### config.mk
export PLATFORM = sky130hd
export DESIGN_NAME = control_intersectie
export DESIGN_NICKNAME = d
export VERILOG_FILES = /design/src/rtl/control_intersectie_pkg.sv /design/src/rtl/control_intersectie_arbitru.sv /design/src/rtl/control_intersectie.sv
export SDC_FILE = /design/constraint.sdc
export NUM_CORES = 1
export LEC_CHECK = 0
export BUFFER_PORTS_ARGS = -buffer_cell sky130_fd_sc_hd__clkbuf_2
export CORE_MARGIN = 2
export CORE_UTILIZATION = 60
export CTS_CLUSTER_SIZE = 20
export DETAILED_ROUTE_END_ITERATION = 7
export GPL_TIMING_DRIVEN = 1
export PLACE_DENSITY = 0.83
export SLEW_MARGIN = 20
export SYNTH_ARGS = -nofsm -noshare
export SYNTH_HDL_FRONTEND = slang
export SYNTH_SLANG_ARGS = --single-unit
### constraint.sdc
create_clock -name clk -period 3.15 [get_ports clk]
set_input_delay 0.63 -clock clk [delete_from_list [all_inputs] [get_ports clk]]
set_output_delay 0.63 -clock clk [all_outputs]
set_load 0.005 [all_outputs]
### src/rtl/control_intersectie_pkg.sv
// Shared phase codes, approach indices and FSM state type for the intersection controller.
// The low three state bits are the phase code driven onto stare_semafor.
package pkg_intersectie;

  localparam logic [2:0] FAZA_N      = 3'b000;
  localparam logic [2:0] FAZA_E      = 3'b001;
  localparam logic [2:0] FAZA_V      = 3'b010;
  localparam logic [2:0] FAZA_S      = 3'b011;
  localparam logic [2:0] FAZA_ROSU   = 3'b100;
  localparam logic [2:0] FAZA_NOAPTE = 3'b111;

  localparam logic [1:0] IDX_N = 2'd0;
  localparam logic [1:0] IDX_E = 2'd1;
  localparam logic [1:0] IDX_V = 2'd2;
  localparam logic [1:0] IDX_S = 2'd3;

  // NIGHT and FAULT share phase code 111; the top bit tells them apart.
  typedef enum logic [3:0] {
    ST_VERDE_N = {1'b0, FAZA_N},
    ST_VERDE_E = {1'b0, FAZA_E},
    ST_VERDE_V = {1'b0, FAZA_V},
    ST_VERDE_S = {1'b0, FAZA_S},
    ST_ROSU    = {1'b0, FAZA_ROSU},
    ST_NOAPTE  = {1'b0, FAZA_NOAPTE},
    ST_DEFECT  = {1'b1, FAZA_NOAPTE}
  } stare_t;

  // Green state for an approach index; index and phase code coincide.
  function automatic stare_t stare_verde(input logic [1:0] idx);
    return stare_t'({2'b00, idx});
  endfunction

endpackage

### src/rtl/control_intersectie_arbitru.sv
// Combinational 4-way round-robin pick: first requesting approach after the last served one,
// or simply the next approach in rotation when nobody is requesting.
module arbitru_rr4 (
  input  logic [3:0] i_cerere,
  input  logic [1:0] i_ultim,
  output logic [1:0] o_urmator
);

  logic       w_gasit;
  logic [1:0] w_cand;

  always_comb begin
    // NOTE: every variable gets a default before the loop so no path infers a latch.
    o_urmator = i_ultim + 2'd1;
    w_gasit   = 1'b0;
    w_cand    = i_ultim;
    for (int k = 1; k <= 4; k++) begin
      w_cand = i_ultim + 2'(k);
      if (!w_gasit && i_cerere[w_cand]) begin
        o_urmator = w_cand;
        w_gasit   = 1'b1;
      end
    end
  end

endmodule

### src/rtl/control_intersectie.sv
// Central phase scheduler: round-robin green phases separated by all-red clearance,
// night flashing mode on request and an absorbing fault state on watchdog timeout.
module control_intersectie
  import pkg_intersectie::*;
#(
  parameter int CLEAR_TICKS   = 2,
  parameter int TIMEOUT_TICKS = 40
) (
  input  logic       clk,
  input  logic       rst,
  input  logic       tick,
  input  logic [3:0] cerere,
  input  logic       ready_N,
  input  logic       ready_E,
  input  logic       ready_V,
  input  logic       ready_S,
  input  logic       mod_noapte,
  output logic [2:0] stare_semafor,
  output logic       start_faza,
  output logic       eroare
);

  localparam logic [3:0] LP_CLEAR   = 4'(CLEAR_TICKS);
  localparam logic [5:0] LP_TIMEOUT = 6'(TIMEOUT_TICKS);

  stare_t     r_stare;
  logic [3:0] r_cnt_clr;
  logic [5:0] r_cnt_wd;
  logic [1:0] r_ultim;
  logic       r_start_faza;
  logic       r_eroare;

  logic [1:0] w_urmator;
  logic [3:0] w_ready_vec;
  logic       w_ready_x;
  logic       w_clr_gata;
  logic       w_wd_gata;

  arbitru_rr4 u_arbitru (
    .i_cerere  (cerere),
    .i_ultim   (r_ultim),
    .o_urmator (w_urmator)
  );

  // Only the ready of the approach currently green matters; index equals phase code.
  assign w_ready_vec = {ready_S, ready_V, ready_E, ready_N};
  assign w_ready_x   = w_ready_vec[r_stare[1:0]];

  assign w_clr_gata  = tick && ((r_cnt_clr + 4'd1) == LP_CLEAR);
  assign w_wd_gata   = tick && ((r_cnt_wd + 6'd1) == LP_TIMEOUT);

  // NOTE: non-blocking assignments only, so every register sees pre-edge values.
  always_ff @(posedge clk or negedge rst) begin
    if (!rst) begin
      r_stare      <= ST_ROSU;
      r_cnt_clr    <= 4'd0;
      r_cnt_wd     <= 6'd0;
      r_ultim      <= IDX_S;
      r_start_faza <= 1'b0;
      r_eroare     <= 1'b0;
    end else begin
      r_start_faza <= 1'b0;
      case (r_stare)
        ST_ROSU: begin
          if (w_clr_gata) begin
            r_cnt_clr <= 4'd0;
            if (mod_noapte) begin
              r_stare <= ST_NOAPTE;
            end else begin
              r_stare      <= stare_verde(w_urmator);
              r_start_faza <= 1'b1;
              r_cnt_wd     <= 6'd0;
            end
          end else if (tick) begin
            r_cnt_clr <= r_cnt_clr + 4'd1;
          end
        end

        ST_VERDE_N, ST_VERDE_E, ST_VERDE_V, ST_VERDE_S: begin
          // Ready is checked first so it wins over a simultaneous timeout.
          if (w_ready_x) begin
            r_stare   <= ST_ROSU;
            r_ultim   <= r_stare[1:0];
            r_cnt_wd  <= 6'd0;
            r_cnt_clr <= 4'd0;
          end else if (w_wd_gata) begin
            r_stare  <= ST_DEFECT;
            r_eroare <= 1'b1;
            r_cnt_wd <= 6'd0;
          end else if (tick) begin
            r_cnt_wd <= r_cnt_wd + 6'd1;
          end
        end

        ST_NOAPTE: begin
          if (!mod_noapte) begin
            r_stare   <= ST_ROSU;
            r_cnt_clr <= 4'd0;
          end
        end

        ST_DEFECT: begin
          r_eroare <= 1'b1;
        end

        default: begin
          r_stare   <= ST_ROSU;
          r_cnt_clr <= 4'd0;
          r_cnt_wd  <= 6'd0;
        end
      endcase
    end
  end

  assign stare_semafor = r_stare[2:0];
  assign start_faza    = r_start_faza;
  assign eroare        = r_eroare;

endmodule

==> reports/qor.csv <==
stage,metric,value,unit
power,internal-power,563,uW
setup_path,startpoint_type,register,
clocking,cts_resized,0,
routing,routedWlPerCell,14.8,um
floorplan,ios,17,
finish,drive_gt1_share,25.8,%
setup_path,critPathKind,register to register,
power,p_seq_share,41.3,%
power,power.total,968,uW
finish,area_growth,9.67,%
synthesis,yosys_warnings,0,
routing,ant_nets,0,
sta,finalClockSkew,0.00273,ns
clocking,clock-sinks,18,
sta,drv_slew,0,
clocking,cts_buffer_depth,2,
sta,final.min_clock_period,2.16,ns
clocking,root_buffer,clkbuf_4,
global_routing,antenna_found_initial,0,
synthesis,synth_edf_count,0,
synthesis,postSynthAreaPerCell,9.96,sq um
clocking,numCtsBuffers,3,
place,place.gp.congestion,0.768,
sta,fmax,463,MHz
floorplan,core,1780,sq um
power,p_sw,405,uW
sta,slew_headroom,68.8,%
setup_path,crit_fanout,6,
setup_path,required,3.34,ns
global_routing,grt-ovfl-total,0,
power,p_clk_share,14.8,%
synthesis,ys_ff_latch,18,
setup_path,cp-end-kind,register,
sta,finalSetupTns,0,ns
synthesis,synth_ff_type,dfrtp_1,
global_routing,track_usage,24.0,%
synthesis,synth_nets,133,
routing,first_pass_iters,4,
routing,drc,0,
power,worst_ir_drop_vdd,0.459,mV
sta,fin_crit_sh,68.6,%
routing,vias_per_cell,6.13,
routing,drt_iter0_markers,24,
power,leakage,0.579,nW
finish,fillCellCount,140,
finish,nets,149,
clocking,cts_tree,yes,
hold_path,hold_class,input port to async pin,
clocking,cts_max_level,1,
synthesis,async_flop_share,100,%
routing,drt-total-wl,2330,um
global_routing,grt_max_degree,19,
synthesis,synth_area,1160,sq um
synthesis,synthDistinctLibCells,44,
clocking,clk_latency,0.30,ns
synthesis,synth_cells,117,
finish,diodes,0,
clocking,cts_hold_buf,0,
place,post-dp-hpwl,1750,um
sta,setup_viol,0,
floorplan,die_width,48.1,um
place,portBuffers,16,
run_status,status,finished clean,
routing,vias,963,
floorplan,start_util,65.3,%
power,powerDensity,758,nW/um^2
global_routing,first_global_vias,858,
floorplan,rows,15,
setup_path,cp.arrival,2.35,ns
floorplan,dieHeight,48.1,um
synthesis,ys_seq_area_share,39.0,%
power,swShare,41.9,%
power,pwr-share-comb,43.9,%
clocking,path_clk_slew,0.10,ns
sta,hold_viol,0,
sta,rsz0062_at_grt,false,
sta,worstMarginPinSlew,0.466,ns
floorplan,die-area,2310,sq um
global_routing,grt_pass1_wl,3780,um
job,max_cap_violations,0,
clocking,post-cts-setup-buffers,0,
## per-stage QoR
| step | utilization [%] | hold slack, ns | area, sq um | std cells | worst slack (ns) |
|---|---|---|---|---|---|
| finish | 71.6 | 0.257 | 1280 | 157 | 0.990 |
| global route | 71.6 | 0.281 | 1280 | 157 | 0.879 |
| CTS | 71.6 | 0.268 | 1280 | 157 | 0.992 |
| detailed placement | 69.6 | 0.493 | 1240 | 153 | 1.01 |
| global placement | 69.6 | 0.496 | 1240 | 153 | 1.07 |
| floorplan | - | 0.334 | 1160 | 117 | 1.26 |
## synth_stat cells, drive strengths merged (2+ instances only)
cell / number / area, sq um
nor2: 8 / 30.0
mux2i: 2 / 20.0
dfstp: 3 / 78.8
o22a: 3 / 26.3
o22ai: 4 / 25.0
nand2b: 3 / 18.8
nor3b: 3 / 27.5
buf: 5 / 35.0
a21oi: 3 / 15.0
nor3: 4 / 25.0
ha: 4 / 50.1
inv: 5 / 18.8
a221o: 3 / 30.0
o21ai: 7 / 35.0
or2: 2 / 12.5
a32o: 2 / 20.0
dfrtp: 15 / 375
nand2: 8 / 30.0
xnor2: 2 / 17.5
nand3: 7 / 40.0
xor2: 3 / 26.3
mux2: 3 / 33.8
## worst max-delay path, stage by stage (launching register included)
cell,delay (ns)
dfrtp_1,0.43
ha_1,0.26
nand3_1,0.11
xnor2_1,0.20
o41ai_4,0.55
nor3b_2,0.16
a221o_1,0.34
## power groups by stage
stage          clock network [mW]  registers (mW)  logic (mW)
2_1_floorplan                   0           0.354       0.384
3_3_place_gp                    0           0.393       0.409
3_5_place_dp                    0           0.403       0.422
4_1_cts                     0.147           0.397       0.426
5_1_grt                     0.157           0.411       0.486
6_report                    0.143           0.399       0.425
## layout by cell type (no fill, tap or decap), drive strengths merged, types with 2 or more instances in the layout
master  count
nand2       8
or2         2
a32o        2
mux2        3
nand2b      3
o22a        3
dfstp       3
a221o       3
nor2        8
o22ai       4
nand3       7
clkbuf     20
o21ai       7
xor2        3
inv         5
mux2i       2
xnor2       2
nor3b       3
ha          4
dfrtp      15
nor3        4
a21oi       3
## layer usage
metal,GRT usage (%),vias up,part of all wire (%),wire [um]
li1,-,475,-,-
met1,33.6,463,49,1150
met2,37.9,23,46,1080
met3,4.53,2,3.3,78
met4,6.49,0,1.0,24
met5,0,-,0,0
## sequential cells by signal, indices dropped and copies added, names as in the netlist
name and cells:
eroare 1, r_stare 4, r_cnt_wd 6, r_cnt_clr 4, start_faza 1, r_ultim 2
## area by class of cell
type	instances	area, sq um	area share [%]
tap	25	31.3	2.45
inverter	5	18.8	1.47
timing repair buffer	16	80.1	6.27
multi-input combinational	89	657	51.4
sequential	18	454	35.6
clock buffer	4	36.3	2.84
## cell families (layout without fill, tap and decap cells)
logic type / after synthesis / count (layout) / synth area share (%)
simple gates: 40 / 40 / 18.9
xor+xnor: 5 / 5 / 3.76
compound gates: 35 / 35 / 24.8
buf+inv: 10 / 25 / 4.62
flops: 18 / 18 / 39.0
fa+ha+maj: 4 / 4 / 4.30
mux: 5 / 5 / 4.62
## worst paths after layout
check / cells after the start / startpoint / end / slack [ns]
max reg2reg: 6 / r_cnt_wd[0] / r_cnt_wd[2] / 0.99
max: 6 / r_cnt_wd[0] / r_cnt_wd[2] / 0.99
min: 1 / rst / eroare / 0.26
min reg2reg: 2 / r_cnt_clr[3] / r_cnt_clr[3] / 0.51
max in group asynchronous: 1 / rst / r_stare[2] / 2.55
min in group clk: 2 / r_cnt_clr[3] / r_cnt_clr[3] / 0.51
(Power assumes the default switching activity.)
